===== src/rtl/encoder_pkg.sv =====
// Shared definitions for the one-hot stream encoder.
//   - DATA_W / CODE_W : request word width and code (index) width
//   - state_e         : encoder FSM states
//   - index_to_mask() : turns a code back into the single-bit mask it names
package encoder_pkg;

  localparam int DATA_W = 4;
  localparam int CODE_W = 2;

  typedef enum logic [0:0] {
    IDLE = 1'b0,
    EMIT = 1'b1
  } state_e;

  // Single-bit mask with bit <idx> set, used to retire an emitted request.
  function automatic logic [DATA_W-1:0] index_to_mask(input logic [CODE_W-1:0] idx);
    logic [DATA_W-1:0] one;
    one = DATA_W'(1);
    index_to_mask = one << idx;
  endfunction

endpackage


===== src/rtl/onehot_stream_encoder_priority_find4.sv =====
// priority_find4: combinational bit selector for the encoder.
// Ports:
//   mask      (in)  : pending request bits
//   lsb_first (in)  : 1 = pick lowest set index, 0 = pick highest
//   index     (out) : selected bit index (0 when mask is empty)
//   single    (out) : mask has exactly one bit set
module priority_find4
  import encoder_pkg::*;
(
  input  logic [DATA_W-1:0] mask,
  input  logic              lsb_first,
  output logic [CODE_W-1:0] index,
  output logic              single
);

  // Scan order makes the last match win: descending scan leaves the lowest
  // set bit, ascending scan leaves the highest.
  always_comb begin
    index = '0;
    if (lsb_first) begin
      for (int i = DATA_W - 1; i >= 0; i--) begin
        index = mask[i] ? CODE_W'(i) : index;
      end
    end else begin
      for (int i = 0; i < DATA_W; i++) begin
        index = mask[i] ? CODE_W'(i) : index;
      end
    end
  end

  // Exactly one bit set: non-empty and clearing the lowest bit empties it.
  always_comb begin
    single = (mask != '0) && ((mask & (mask - DATA_W'(1))) == '0);
  end

endmodule


===== src/rtl/onehot_stream_encoder.sv =====
// onehot_stream_encoder: takes a multi-hot request word and streams out the
// index of every set bit, one beat per bit, with valid/ready handshakes on
// both sides.
// Parameter:
//   LSB_FIRST : 1 = ascending index order, 0 = descending
// Ports:
//   clk, rst (sync, active-high)
//   en                 : acceptance enable (an in-progress word still finishes)
//   in_valid/in_ready/D: input word handshake
//   out_valid/out_ready: output beat handshake
//   Y                  : index of the current set bit
//   last               : current beat is the final one of its word
//   zero               : current beat reports an all-zero word
// Build option:
//   ONEHOT_STREAM_ENCODER_ZERO_FLAG_EN - when defined, an all-zero word
//   produces one beat with zero=1; otherwise it is consumed silently.
module onehot_stream_encoder
  import encoder_pkg::*;
#(
  parameter int unsigned LSB_FIRST = 1
) (
  input  logic              clk,
  input  logic              rst,
  input  logic              en,
  input  logic              in_valid,
  output logic              in_ready,
  input  logic [DATA_W-1:0] D,
  output logic              out_valid,
  input  logic              out_ready,
  output logic [CODE_W-1:0] Y,
  output logic              last,
  output logic              zero
);

`ifdef ONEHOT_STREAM_ENCODER_ZERO_FLAG_EN
  localparam bit ZERO_FLAG = 1'b1;
`else
  localparam bit ZERO_FLAG = 1'b0;
`endif

  state_e            state_q, state_d;
  logic [DATA_W-1:0] pending_q, pending_d;

  logic [CODE_W-1:0] sel_idx_s;
  logic              sel_single_s;
  logic              cur_valid_s;
  logic              zero_word_s;
  logic              cur_last_s;
  logic              fire_s;
  logic              done_s;
  logic              in_ready_s;
  logic              accept_s;

  priority_find4 u_find (
    .mask      (pending_q),
    .lsb_first (LSB_FIRST != 0),
    .index     (sel_idx_s),
    .single    (sel_single_s)
  );

  // Handshake terms; everything the outputs see comes from state_q/pending_q.
  always_comb begin
    cur_valid_s = (state_q == EMIT);
    // An empty mask while emitting only happens for a flagged zero word.
    zero_word_s = ZERO_FLAG && (pending_q == '0);
    cur_last_s  = sel_single_s || zero_word_s;
    fire_s      = cur_valid_s && out_ready;
    done_s      = fire_s && cur_last_s;
    in_ready_s  = en && !rst && ((state_q == IDLE) || done_s);
    accept_s    = in_valid && in_ready_s;
  end

  // State register with synchronous reset.
  always_ff @(posedge clk) begin
    if (rst) begin
      state_q   <= IDLE;
      pending_q <= '0;
    end else begin
      state_q   <= state_d;
      pending_q <= pending_d;
    end
  end

  // Next-state logic: retire emitted bits, then let a new word take over.
  always_comb begin
    state_d   = state_q;
    pending_d = pending_q;
    case (state_q)
      IDLE: begin
        state_d   = IDLE;
        pending_d = pending_q;
      end
      EMIT: begin
        if (fire_s) begin
          pending_d = pending_q & ~index_to_mask(sel_idx_s);
          state_d   = cur_last_s ? IDLE : EMIT;
        end else begin
          state_d   = EMIT;
          pending_d = pending_q;
        end
      end
      default: begin
        state_d   = IDLE;
        pending_d = '0;
      end
    endcase
    // A same-cycle accept on the final beat gives back-to-back words.
    if (accept_s) begin
      pending_d = D;
      state_d   = (ZERO_FLAG || (D != '0)) ? EMIT : IDLE;
    end else begin
      pending_d = pending_d;
    end
  end

  // Output logic: all beat fields are forced to zero when no beat is shown.
  always_comb begin
    in_ready  = in_ready_s;
    out_valid = cur_valid_s;
    Y         = cur_valid_s ? sel_idx_s : '0;
    last      = cur_valid_s && cur_last_s;
    zero      = cur_valid_s && zero_word_s;
  end

endmodule


===== config.mk =====
export PLATFORM = sky130hd
export DESIGN_NAME = onehot_stream_encoder
export DESIGN_NICKNAME = d
export VERILOG_FILES = /design/src/rtl/encoder_pkg.sv /design/src/rtl/onehot_stream_encoder_priority_find4.sv /design/src/rtl/onehot_stream_encoder.sv
export SDC_FILE = /design/constraint.sdc
export NUM_CORES = 1
export LEC_CHECK = 0
export CAP_MARGIN = 20
export CORE_AREA = 10 10 47 49
export DETAILED_ROUTE_END_ITERATION = 8
export DIE_AREA = 0 0 57 59
export PLACE_DENSITY = 0.64
export RECOVER_POWER = 50
export SYNTH_ARGS = -nofsm -noshare
export SYNTH_HDL_FRONTEND = slang
export SYNTH_HIERARCHICAL = 1
export SYNTH_SLANG_ARGS = --single-unit

===== constraint.sdc =====
create_clock -name clk -period 1.52 [get_ports clk]
set_clock_uncertainty 0.15 [all_clocks]
set_input_delay 0.228 -clock clk [delete_from_list [all_inputs] [get_ports clk]]
set_output_delay 0.228 -clock clk [all_outputs]
set_load 0.1 [all_outputs]

==> impl_metrics.toml <==
[route]
vias = 406
firstDrtPassIters = 4
drt_wl_total_mm = 1.01
post-route-drc-count = 0
first_iter_violations = 6
drtAntennaViolNets = 0
wl_per_cell_um = 12.0
viasPerCell = 4.83

[global_routing]
grt_max_degree = 10
grt_pass1_wl_mm = 1.74
antenna_found_initial = 0
track_usage_pct = 6.34
gr-total-overflow = 0
grt_pass1_vias = 427

[clock_network]
cts_buffers = 3
hold_buffers = 0
clk_pin_slew_ps = 40
ctsHtreeMaxLevel = 1
clock_sinks = 5
clock_latency_ps = 240
cts-root-buf = "clkbuf_4"
cts_tree = "yes"
cts_buffer_depth = 2

[worst_setup_path]
critPathKind = "flop to primary output"
cp.required_ps = 1140
startpoint_type = "flop"
end_kind = "primary output"
reg2reg_depth = 7
critPathMaxStageDelay_ps = 320
arrival_ps = 1520
cp_slowest_cell = "dfxtp_2"
r2r-start = "pending_q[0]"
reg2reg_setup_slack_ps = -260
path_cells = "xor2_1 -> mux2i_1 -> o21ai_2 -> a21bo_4 -> and3b_4 -> buf_12"
timing.critical_path.fanout_max = 3
reg2reg_to = "pending_q[0]"

[pwr]
seq_power_share_pct = 28.7
irDropWorstVdd_mv = 0.406
pwr-share-comb_pct = 43.3
switching_share_pct = 35.3
finalPower_w = 0.000539
p_clk_share_pct = 28.0
p_per_area_nw_per_um2 = 749
p_leak_nw = 0.333
power.switching_w = 0.000190
p_int_w = 0.000349

[logic_synthesis]
ys_seq_elements = 5
netlist_area_um2 = 392
synthSimpleGateAreaFrac_pct = 30.4
async_flop_share_pct = 0
yosys.area.top_type_share_pct = 25.6
synth_enable_flop_cells = 0
syn-num-nets = 51
synthCells = 42
synth_flop_cell = "dfxtp_1"
synth_compound_area_share_pct = 17.6
synth_common_cells = "dfxtp_1 (5), inv_1 (4), and2_1 (3), mux2_4 (3)"
yosysUniqueCellTypes = 26
ys_seq_area_share_pct = 25.6
synth_area_leaders = "dfxtp_1 (26%), mux2_4 (12%), nand4b_4 (6.1%), mux2i_1 (5.1%), and2_1 (4.8%)"
synth_fa_ha_area_share_pct = 0
synthXorXnorAreaFrac_pct = 2.24
synth_warnings = 6
synth_top_family_by_area = "simple AND/OR/NAND/NOR gates"
synth_mux_area_share_pct = 16.6
postSynthAreaPerCell_um2 = 9.32
synth_most_common_cell = "dfxtp_1"
yosys.area.top_type = "dfxtp_1"

[final_layout]
finalCoreUtilization_pct = 51.3
antennaDiodeCount = 0
drive_above_1_share_pct = 55.9
area_growth_pct = 83.7
fin_nets = 78
stdcell_count = 84
fill_cells = 141

[run_status]
violations = "negative setup slack"
status = "complete, but fails checks"

[floorplan]
num_rows = 14
core-area_um2 = 1400
design.die.area_um2 = 3360
start_util_pct = 27.9
die_y_um = 59
die_x_um = 57
io_pins = 15

[placement]
port_buffers = 13
place_congestion = 0.779
dp_slack_ps = -207
dp.cells = 76
dp_hpwl_um = 776

[hold_path]
whs_endpoint = "pending_q[2]"
whs_path_depth = 3
hp-class = "input port to flop"
min_from = "D[2]"

[timing]
fin_hold_ws_ps = 405
rsz0062_at_grt = "true"
maxSlewViolCount = 0
finalCritPeriodShare_pct = 125
worst_slack_ps = -380
fmax_mhz = 526
period_needed_ps = 1900
hold_violations = 0
setup_violations = 9

[run]
drv_cap = 0
==> power by group through the flow <==
stage	clock network [W]	logic, W	registers (W)
2_1_floorplan	0	0.000115	0.000173
3_3_place_gp	0	0.000213	0.000157
3_5_place_dp	0	0.000215	0.000157
4_1_cts	0.000160	0.000238	0.000156
5_1_grt	0.000164	0.000246	0.000157
6_report	0.000151	0.000233	0.000155
==> per-stage QoR <==
stage	instance area, µm²	TNS, ps
3_5_place_dp	644	-1020
4_1_cts	723	-2040
3_3_place_gp	644	-969
6_report	719	-1980
2_1_floorplan	407	-507
5_1_grt	719	-2640
==> critical path: cells and delay by family, from the launching register on <==
kind / cells / cell delay [ps]
xor+xnor: 1 / 160
compound gates: 2 / 300
simple gates: 1 / 180
flops: 1 / 320
mux: 1 / 160
buf+inv: 1 / 160
==> logic make-up after synthesis <==
kind of cell,count (synthesis)
and+or+nand+nor,15
DFF,5
buffers and inverters,5
other,2
muxes,5
AOI/OAI and AO/OA,9
xor gates and xnor gates,1
==> state kept, by name (all words and copies together) (netlist names) <==
name and flops:
out_valid 1, pending_q 4
==> placed cells by master (no fill, tap or decap), types with 2 or more instances in the layout <==
cell type        Yosys  final
clkdlybuf4s50_1      0      8
buf_4                1      8
clkbuf_4             0      4
buf_12               0      4
and2_4               0      3
inv_1                4      3
mux2_4               3      3
mux2i_1              2      2
conb_1               2      2
dfxtp_4              0      2
dfxtp_2              0      2
buf_6                0      2
a21oi_2              0      2
o22a_1               2      2
==> how the worst max path moves through the flow <==
stage | startpoint | end | slack (ps) | depth (start not counted)
final | pending_q[0] | in_ready | -380 | 6
after global routing | pending_q[1] | in_ready | -450 | 6
after CTS | pending_q[0] | in_ready | -400 | 6
after detailed placement | pending_q[1] | in_ready | -210 | 6
after global placement | pending_q[1] | in_ready | -200 | 6
after floorplan | pending_q[1] | in_ready | -150 | 5
==> per-layer routing <==
metal	GRT usage, %	part of all wire, %	vias to the layer above
li1	-	-	204
met1	5.68	38	189
met2	11.5	55	11
met3	2.79	6.0	2
met4	4.03	0.59	0
met5	0	0	-
==> layout make-up <==
type	count	area, µm²	share of cell area (%)
Timing Repair Buffer	23	250	34.8
Multi-Input combinational cell	32	298	41.4
Tap cell	16	20.0	2.78
Inverter	4	15.0	2.09
Sequential cell	5	110	15.3
Clock buffer	4	26.3	3.65
==> what timing repair did <==
| item | in CTS | in global routing |
|---|---|---|
| pin swaps | 8 | 1 |
| endpoints found under the setup margin | 8 | 9 |
| gates cloned | 0 | 0 |
| setup buffers | 4 | 0 |
| gates resized for setup | 10 | 2 |
Note: power is estimated with default switching activity, not from simulation.
